[config.mk]
export PLATFORM = sky130hd
export DESIGN_NAME = risc_controller_flat
export DESIGN_NICKNAME = d
export VERILOG_FILES = /design/src/rtl/risc_controller_if.sv /design/src/rtl/risc_controller.sv /design/src/flat_wrapper.sv
export SDC_FILE = /design/constraint.sdc
export NUM_CORES = 1
export LEC_CHECK = 0
export ABC_AREA = 1
export CAP_MARGIN = 20
export CORE_AREA = 2 2 39 41
export DETAILED_ROUTE_END_ITERATION = 7
export DIE_AREA = 0 0 41 43
export GPL_TIMING_DRIVEN = 0
export HOLD_SLACK_MARGIN = 0.12
export PLACE_DENSITY = 0.74
export SLEW_MARGIN = 20
export SYNTH_ARGS = -nofsm -noshare
export SYNTH_HDL_FRONTEND = slang
export SYNTH_SLANG_ARGS = --single-unit
[constraint.sdc]
create_clock -name clk -period 1.3 [get_ports clk]
set_input_delay 0.26 -clock clk [delete_from_list [all_inputs] [get_ports clk]]
set_output_delay 0.26 -clock clk [all_outputs]
set_load 0.005 [all_outputs]
[src/rtl/risc_controller_if.sv]
// Control bus between the VeriRISC sequencer and its datapath.
// The sequencer is the master: it drives phase and every control strobe,
// and receives the stall enable, the resume pulse, the IR opcode and the
// accumulator-zero flag.
interface risc_controller_if #(
  parameter int OPCODE_WIDTH = 3
);
  logic                    enable;
  logic                    go;
  logic [OPCODE_WIDTH-1:0] opcode;
  logic                    zero;
  logic [2:0]              phase;
  logic                    sel;
  logic                    rd;
  logic                    ld_ir;
  logic                    inc_pc;
  logic                    ld_pc;
  logic                    ld_ac;
  logic                    wr;
  logic                    data_e;
  logic                    halt;

  modport master (
    input  enable, go, opcode, zero,
    output phase, sel, rd, ld_ir, inc_pc, ld_pc, ld_ac, wr, data_e, halt
  );

  modport slave (
    output enable, go, opcode, zero,
    input  phase, sel, rd, ld_ir, inc_pc, ld_pc, ld_ac, wr, data_e, halt
  );
endinterface

[src/rtl/risc_controller.sv]
// VeriRISC instruction sequencer: 8-phase fetch/execute counter plus a
// run/halt state. Control strobes are a combinational decode of the
// registered phase/run state together with opcode and zero, so they change
// in the same cycle as phase.
module risc_controller #(
  parameter int OPCODE_WIDTH = 3
) (
  input  logic                 clk,
  input  logic                 rst,
  risc_controller_if.master    bus
);

  localparam logic [OPCODE_WIDTH-1:0] OP_HLT = OPCODE_WIDTH'(0);
  localparam logic [OPCODE_WIDTH-1:0] OP_SKZ = OPCODE_WIDTH'(1);
  localparam logic [OPCODE_WIDTH-1:0] OP_ADD = OPCODE_WIDTH'(2);
  localparam logic [OPCODE_WIDTH-1:0] OP_AND = OPCODE_WIDTH'(3);
  localparam logic [OPCODE_WIDTH-1:0] OP_XOR = OPCODE_WIDTH'(4);
  localparam logic [OPCODE_WIDTH-1:0] OP_LDA = OPCODE_WIDTH'(5);
  localparam logic [OPCODE_WIDTH-1:0] OP_STO = OPCODE_WIDTH'(6);
  localparam logic [OPCODE_WIDTH-1:0] OP_JMP = OPCODE_WIDTH'(7);

  localparam logic [2:0] PH_OP_ADDR  = 3'd4;
  localparam logic [2:0] PH_OP_FETCH = 3'd5;

  typedef enum logic {RUN, HALT} run_t;

  run_t       run_state;
  logic [2:0] phase_q;
  logic       is_hlt;
  logic       aluop;

  assign is_hlt = (bus.opcode == OP_HLT);
  assign aluop  = (bus.opcode == OP_ADD) || (bus.opcode == OP_AND) ||
                  (bus.opcode == OP_XOR) || (bus.opcode == OP_LDA);

  assign bus.phase = phase_q;

  // Phase sequencing and run/halt transitions; a HLT parks phase at OP_ADDR
  // and go resumes just after it so the HLT's remaining phases are idle.
  always_ff @(posedge clk or posedge rst) begin
    if (rst) begin
      phase_q   <= 3'd0;
      run_state <= RUN;
    end else begin
      case (run_state)
        RUN: begin
          if (bus.enable) begin
            if (phase_q == PH_OP_ADDR && is_hlt) begin
              run_state <= HALT;
            end else begin
              phase_q <= phase_q + 3'd1;
            end
          end
        end
        HALT: begin
          if (bus.go) begin
            run_state <= RUN;
            phase_q   <= PH_OP_FETCH;
          end
        end
        default: begin
          run_state <= RUN;
          phase_q   <= 3'd0;
        end
      endcase
    end
  end

  // Strobe decode; during a stall the side-effect strobes are masked while
  // the bus-level strobes (sel, rd, data_e) stay put to keep the bus stable.
  always_comb begin
    bus.sel    = 1'b0;
    bus.rd     = 1'b0;
    bus.ld_ir  = 1'b0;
    bus.inc_pc = 1'b0;
    bus.ld_pc  = 1'b0;
    bus.ld_ac  = 1'b0;
    bus.wr     = 1'b0;
    bus.data_e = 1'b0;
    bus.halt   = 1'b0;
    if (run_state == HALT) begin
      bus.halt = 1'b1;
    end else begin
      case (phase_q)
        3'd0: bus.sel = 1'b1;
        3'd1: begin
          bus.sel = 1'b1;
          bus.rd  = 1'b1;
        end
        3'd2, 3'd3: begin
          bus.sel   = 1'b1;
          bus.rd    = 1'b1;
          bus.ld_ir = 1'b1;
        end
        3'd4: begin
          bus.inc_pc = 1'b1;
          bus.halt   = is_hlt;
        end
        3'd5: bus.rd = aluop;
        3'd6: begin
          bus.rd     = aluop;
          bus.inc_pc = (bus.opcode == OP_SKZ) && bus.zero;
          bus.ld_pc  = (bus.opcode == OP_JMP);
          bus.data_e = (bus.opcode == OP_STO);
        end
        default: begin
          bus.rd     = aluop;
          bus.ld_ac  = aluop;
          bus.ld_pc  = (bus.opcode == OP_JMP);
          bus.wr     = (bus.opcode == OP_STO);
          bus.data_e = (bus.opcode == OP_STO);
        end
      endcase
      if (!bus.enable) begin
        bus.ld_ir  = 1'b0;
        bus.inc_pc = 1'b0;
        bus.ld_pc  = 1'b0;
        bus.ld_ac  = 1'b0;
        bus.wr     = 1'b0;
      end
    end
  end

endmodule
[src/flat_wrapper.sv]
// flat-port wrapper written by rule: the top's interface ports become plain ports
module risc_controller_flat 
#(
  parameter int OPCODE_WIDTH = 3
)
  (clk, rst, bus_enable, bus_go, bus_opcode, bus_zero, bus_phase, bus_sel, bus_rd, bus_ld_ir, bus_inc_pc, bus_ld_pc, bus_ld_ac, bus_wr, bus_data_e, bus_halt);
  risc_controller_if #(.OPCODE_WIDTH(OPCODE_WIDTH)) bus_i ();
  input  logic clk;
  input  logic rst;
  input wire logic [$bits(bus_i.enable)-1:0] bus_enable;
  input wire logic [$bits(bus_i.go)-1:0] bus_go;
  input wire logic [$bits(bus_i.opcode)-1:0] bus_opcode;
  input wire logic [$bits(bus_i.zero)-1:0] bus_zero;
  output wire logic [$bits(bus_i.phase)-1:0] bus_phase;
  output wire logic [$bits(bus_i.sel)-1:0] bus_sel;
  output wire logic [$bits(bus_i.rd)-1:0] bus_rd;
  output wire logic [$bits(bus_i.ld_ir)-1:0] bus_ld_ir;
  output wire logic [$bits(bus_i.inc_pc)-1:0] bus_inc_pc;
  output wire logic [$bits(bus_i.ld_pc)-1:0] bus_ld_pc;
  output wire logic [$bits(bus_i.ld_ac)-1:0] bus_ld_ac;
  output wire logic [$bits(bus_i.wr)-1:0] bus_wr;
  output wire logic [$bits(bus_i.data_e)-1:0] bus_data_e;
  output wire logic [$bits(bus_i.halt)-1:0] bus_halt;
  assign bus_i.enable = bus_enable;
  assign bus_i.go = bus_go;
  assign bus_i.opcode = bus_opcode;
  assign bus_i.zero = bus_zero;
  assign bus_phase = bus_i.phase;
  assign bus_sel = bus_i.sel;
  assign bus_rd = bus_i.rd;
  assign bus_ld_ir = bus_i.ld_ir;
  assign bus_inc_pc = bus_i.inc_pc;
  assign bus_ld_pc = bus_i.ld_pc;
  assign bus_ld_ac = bus_i.ld_ac;
  assign bus_wr = bus_i.wr;
  assign bus_data_e = bus_i.data_e;
  assign bus_halt = bus_i.halt;
  risc_controller #(.OPCODE_WIDTH(OPCODE_WIDTH)) u_core (.clk(clk), .rst(rst), .bus(bus_i));
endmodule
==> flow_summary.json, run 1 <==
{
  "outcome": "finished, violations left",
  "violations": "negative setup slack",
  "grt_pass1_wl_um": 2120,
  "switching_share": 0.413,
  "numClockSinks": 4,
  "netlist_instances": 62,
  "pwr-share-seq": 0.154,
  "area_growth_pct": 101,
  "cts-root-buf": "clkbuf_4",
  "fin_ws_ns": -0.440,
  "fmax_mhz": 575,
  "wl_per_cell_um": 12.9,
  "cts_made_buffers": 3,
  "synth-compound-area-share": 0.0366,
  "yosysSeqAreaShare": 0.225,
  "ant_nets": 0,
  "syn_nets": 75,
  "num_io_pins": 20,
  "fin_worst_skew_ns": 0.00286,
  "overflow": 0,
  "antenna_found_initial": 0,
  "start_kind": "register",
  "num_rows": 14,
  "clock_latency_ns": 0.24,
  "drc_errors": 0,
  "synthMuxAreaShare": 0,
  "wl_um": 1560,
  "worstSetupEndpointType": "output pin",
  "power_density_nw_per_um2": 1600,
  "first_pass_iters": 4,
  "first_iter_violations": 12,
  "crit_fanout": 5,
  "cp_data_required_time_ns": 1.04,
  "synth_area_per_cell_um2": 7.16,
  "die_x_um": 41,
  "antenna_cells": 0,
  "synthAdderAreaFrac": 0.141,
  "period_minus_slack_ns": 1.74,
  "clkSlewWorstSetupHoldPaths_ns": 0.04,
  "vias_per_cell": 4.70,
  "synth_xor_area_frac": 0,
  "p_int_mw": 0.842,
  "crit_arrival_ns": 1.48,
  "worstSetupPathType": "register to output pin",
  "dp_slack_ns": -0.710,
  "io_buffers": 19,
  "clkPwrFrac": 0.121,
  "synth-seq-cells": 4,
  "hold_class": "input port to async pin",
  "leakagePower_nw": 0.476,
  "p_sw_mw": 0.591,
  "seq_area_um2": 103,
  "gp_congestion": 0.791,
  "drive_gt1_frac": 0.571,
  "slew_headroom": 0.871,
  "hold_violations": 0,
  "dieArea_um2": 1760,
  "ir_drop_v": 0.00119,
  "power_frac_comb": 0.725,
  "maxCapViolations": 0,
  "ys_warn_count": 0,
  "grt_max_degree": 8,
  "nNetsFinal": 119,
  "rsz0062_at_grt": "true",
  "post-route-util": 0.646,
  "setup_violations": 12,
  "dp_hpwl_um": 844,
  "start_util": 0.321,
  "synth_top_family_by_area": "simple AND/OR/NAND/NOR gates",
  "cts-htree-levels": 1,
  "nFillCells": 126,
  "synthesis.area_um2": 444,
  "grt_pass1_vias": 518,
  "grt_usage": 0.178,
  "die_h_um": 43,
  "synth-simple-area-share": 0.490,
  "vias": 569,
  "min_period_over_period": 1.34,
  "tightest_slew_ns": 0.194,
  "synth_cell_type_count": 17,
  "power_mw": 1.43,
  "maxSlewViolCount": 0,
  "cts_tree": "done",
  "multi_input_comb_area_um2": 374,
  "coreArea_um2": 1380,
  "cts_buffer_depth": 2
}
kinds of logic (layout without fill, tap and decap cells):
logic type               after synthesis  after routing
AO/OA/AOI/OAI                          3              3
adder cells (fa/ha/maj)                5              5
buffers and inverters                 10             53
flip-flops                             4              4
AND/OR/NAND/NOR                       40             40
layout make-up:
class	count	area share
clock buffers	4	0.0294
flip-flops and latches	4	0.115
well taps	16	0.0224
repair buffers	39	0.357
multi-input cells	48	0.418
inverters	9	0.0462
plain buffers	1	0.0126
layout by cell type, fill, tap and decap left out, drive strengths merged:
master / synthesis / final
dfrtp: 4 / 4
o22ai: 1 / 1
buf: 1 / 30
nand3: 3 / 3
inv: 9 / 9
nor3: 4 / 4
nand4: 2 / 2
nor2: 10 / 10
dlygate4sd2: 0 / 4
clkdlybuf4s15: 0 / 3
clkdlybuf4s50: 0 / 3
ha: 5 / 5
nand2: 21 / 21
clkbuf: 0 / 4
a21oi: 2 / 2
metrics by stage:
step           std cells  instance area, um2  setup TNS (ns)  hold slack [ns]
2_1_floorplan         62                 485       -0.000893           0.0260
3_3_place_gp          97                 696           -5.23            0.449
3_5_place_dp          97                 696           -5.40            0.455
4_1_cts              114                 821           -2.35            0.198
5_1_grt              121                 895           -3.62            0.239
6_report             121                 895           -2.79            0.220
synthesized netlist by cell type:
library cell   n  share of area
nand2_1       16           0.14
ha_1           5           0.14
dfrtp_1        4           0.23
nor2_1         8          0.068
nand2_2        1          0.014
nor3_1         4          0.045
inv_2          1         0.0084
o22ai_1        1          0.014
nand3_1        3          0.034
a21oi_1        2          0.023
nand4_1        1          0.014
nand2_4        4           0.10
buf_6          1          0.025
nand4_2        1          0.028
inv_4          1          0.014
nor2_4         2          0.051
inv_1          7          0.059
critical path: stages, from the launching register on:
cell,delay (ns)
dfrtp_2,0.42
inv_2,0.06
buf_6,0.12
ha_4,0.15
nor2_4,0.11
nand4_2,0.13
nor3_2,0.12
buf_2,0.13
layer usage:
metal | global-route usage | vias up | wire [um]
li1 | - | 279 | -
met4 | 0.0333 | 0 | 43
met1 | 0.208 | 262 | 617
met5 | 0 | - | 0
met2 | 0.297 | 24 | 824
met3 | 0.0681 | 4 | 71
worst paths after layout:
kind / start / endpoint / slack (ns) / cells after the start
worst max-delay path: u_core.bus.phase[1] / bus_ld_ac / -0.44 / 7
worst min-delay path: rst / u_core.bus.phase[2] / 0.22 / 2
worst max register to register: u_core.bus.phase[1] / u_core.bus.phase[0] / -0.14 / 11
worst min register to register: u_core.bus.phase[0] / u_core.bus.phase[0] / 0.64 / 3
max in group asynchronous: rst / u_core.bus.phase[0] / 0.91 / 2
min in group clk: bus_enable / u_core.run_state / 0.50 / 3
sequential cells by signal, indices dropped and copies added (netlist names):
signal	count
u_core.bus.phase	3
u_core.run_state	1
power by group through the flow:
stage               registers [mW]  clock network [mW]  logic, mW
CTS                          0.215               0.178      0.929
finish                       0.221               0.174       1.04
detailed placement           0.240                   0      0.722
floorplan                    0.231                   0      0.436
global route                 0.226               0.192       1.11
global placement             0.237                   0      0.712
what timing repair did:
item                       in CTS  in global routing
buffers inserted               13                  7
gates resized for setup        59                  6
pin swaps                       8                  4
hold buffers                    0                  0
setup endpoints to repair      14                 13
Power figures use the tool's default switching activity.
==> inputs of run 2 (changes only) <==
GPL_ROUTABILITY_DRIVEN = 0   (was not set)
==> results of run 2 <==
No change in the layout: final DEF, timing and power equal those of run 1.
==> inputs of run 3 (changes only) <==
CELL_PAD_IN_SITES_DETAIL_PLACEMENT = 1   (was not set)
CELL_PAD_IN_SITES_GLOBAL_PLACEMENT = 1   (was not set)
CORE_AREA = not set   (was 2 2 39 41)
CORE_UTILIZATION = 24   (was not set)
DIE_AREA = not set   (was 0 0 41 43)
PLACE_DENSITY = 0.77   (was 0.74)
==> run 3 against run 2 <==
Effect of this change: the run still ends with negative setup slack left; clock skew increased by 0.0018 ns; critical path depth up 1; cell count rose by 4.1%; flip-flop and latch count is the same; combinational power rose by 12%; non-clock buffer count down 4; sequential share of layout area fell by 0.59 points; setup slack improved by 0.065 ns; die area up 15%; maximum frequency grew 3.9%; critical path type unchanged; critical endpoint is now bus_rd; largest power group unchanged; highest routed layer is now met3.
==> flow_summary.json, run 3 (same netlist as run 1, synthesis figures left out) <==
{
  "outcome": "finished, violations left",
  "violations": "negative setup slack",
  "cp_data_required_time_ns": 1.04,
  "dieArea_um2": 2030,
  "slew_headroom": 0.825,
  "cts_tree": "done",
  "start_util": 0.257,
  "reg2reg_depth": 10,
  "switching_share": 0.432,
  "die_x_um": 45.0,
  "worstSetupEndpointType": "output pin",
  "overflow": 0,
  "antenna_cells": 0,
  "cts-htree-levels": 1,
  "clkPwrFrac": 0.110,
  "clkSlewWorstSetupHoldPaths_ns": 0.04,
  "drc_errors": 0,
  "vias": 557,
  "fin_ws_ns": -0.376,
  "nFillCells": 216,
  "area_growth_pct": 112,
  "drive_gt1_frac": 0.614,
  "clock_latency_ns": 0.24,
  "final_cell_mix": "buf_6, nand2_1, buf_2",
  "io_buffers": 19,
  "numClockSinks": 4,
  "grt_max_degree": 8,
  "start_kind": "register",
  "grt_pass1_wl_um": 2420,
  "nNetsFinal": 115,
  "ant_nets": 0,
  "pwr-share-seq": 0.148,
  "power_frac_comb": 0.741,
  "leakagePower_nw": 0.485,
  "gr-usage-met3": 0.0520,
  "grt_usage": 0.170,
  "grt_pass1_vias": 499,
  "rsz0062_at_grt": "true",
  "cts_made_buffers": 3,
  "post-route-util": 0.546,
  "maxSlewViolCount": 0,
  "placed_cells": 106,
  "first_pass_iters": 2,
  "cts_hold_buf": 0,
  "wl_per_cell_um": 15.0,
  "worstSetupPathType": "register to output pin",
  "period_minus_slack_ns": 1.68,
  "crit_start": "u_core.bus.phase[0]",
  "coreArea_um2": 1730,
  "power_density_nw_per_um2": 1660,
  "r2r_start": "u_core.bus.phase[1]",
  "antenna_found_initial": 0,
  "dp_hpwl_um": 1020,
  "hold_class": "input port to async pin",
  "first_iter_violations": 1,
  "power_mw": 1.57,
  "grtUsageMet1": 0.215,
  "cts-root-buf": "clkbuf_4",
  "num_io_pins": 20,
  "crit_arrival_ns": 1.42,
  "num_rows": 15,
  "hold_violations": 0,
  "use_met2": 0.301,
  "crit_fanout": 2,
  "cts_buffer_depth": 2,
  "vias_per_cell": 4.42,
  "die_h_um": 45.0,
  "p_sw_mw": 0.677,
  "min_period_over_period": 1.29,
  "busiest_layer": "met2",
  "setup_violations": 11,
  "instances_no_fill": 126,
  "ir_drop_v": 0.00123,
  "largest_register_ffs": 3,
  "tightest_slew_ns": 0.263,
  "fin_worst_skew_ns": 0.00465,
  "fmax_mhz": 597,
  "wl_um": 1890,
  "p_int_mw": 0.889,
  "maxCapViolations": 0
}
## run 3: cell types whose count changed in the layout (fill, tap and decap cells not counted), sizes merged
cell / previous run / this run
buf: 30 / 27
clkdlybuf4s15: 3 / 0
clkinv: 0 / 1
dlygate4sd2: 4 / 5
dlymetal6s2s: 0 / 1
inv: 9 / 8
## run 3: worst max-delay path, cell delays in order, from the launching register on
cell     delay [ns]
dfrtp_2        0.37
buf_6          0.12
inv_6          0.04
ha_4           0.16
nor2_4         0.12
nor2_1         0.05
nor2_1         0.12
a21oi_1        0.07
buf_2          0.12
## run 3: layout make-up
type                            count  area (um2)  area share
Buffer                              1        11.3      0.0119
Clock buffer                        4        26.3      0.0279
Inverter                            9        46.3      0.0491
Multi-Input combinational cell     48         429       0.455
Sequential cell                     4         103       0.109
Tap cell                           25        31.3      0.0332
Timing Repair Buffer               35         297       0.314
## run 3: metrics by stage
step,setup TNS (ns),hold slack (ns),setup slack [ns],area (um2)
3_3_place_gp,-5.32,0.450,-0.695,707
6_report,-2.67,0.212,-0.376,943
3_5_place_dp,-5.46,0.464,-0.702,707
2_1_floorplan,-0.000893,0.0260,-0.000893,485
4_1_cts,-2.87,0.206,-0.347,807
5_1_grt,-3.41,0.221,-0.432,943
## run 3: final timing paths
check | endpoint | slack [ns]
worst min-delay path | u_core.bus.phase[1] | 0.21
worst max register to register | u_core.bus.phase[2] | -0.18
worst max-delay path | bus_rd | -0.38
worst min register to register | u_core.bus.phase[0] | 0.73
min in group clk | u_core.run_state | 0.60
max in group asynchronous | u_core.bus.phase[0] | 0.91
## run 3: power by group through the flow
stage | clock network, mW | registers, mW | logic [mW]
floorplan | 0 | 0.231 | 0.436
finish | 0.173 | 0.232 | 1.16
global placement | 0 | 0.240 | 0.721
detailed placement | 0 | 0.242 | 0.744
global route | 0.193 | 0.239 | 1.25
CTS | 0.178 | 0.225 | 0.910
## run 3: per-layer routing
metal  part of all wire  up-vias
met5                  0        -
met4                  0        0
met3              0.026        0
met2               0.54       13
met1               0.43      269
li1                   -      275
## run 3: timing repair
action                     CTS  global route
setup endpoints to repair   14            14
gates resized for setup     54            28
setup buffers               10             7
pin swaps                    9            10
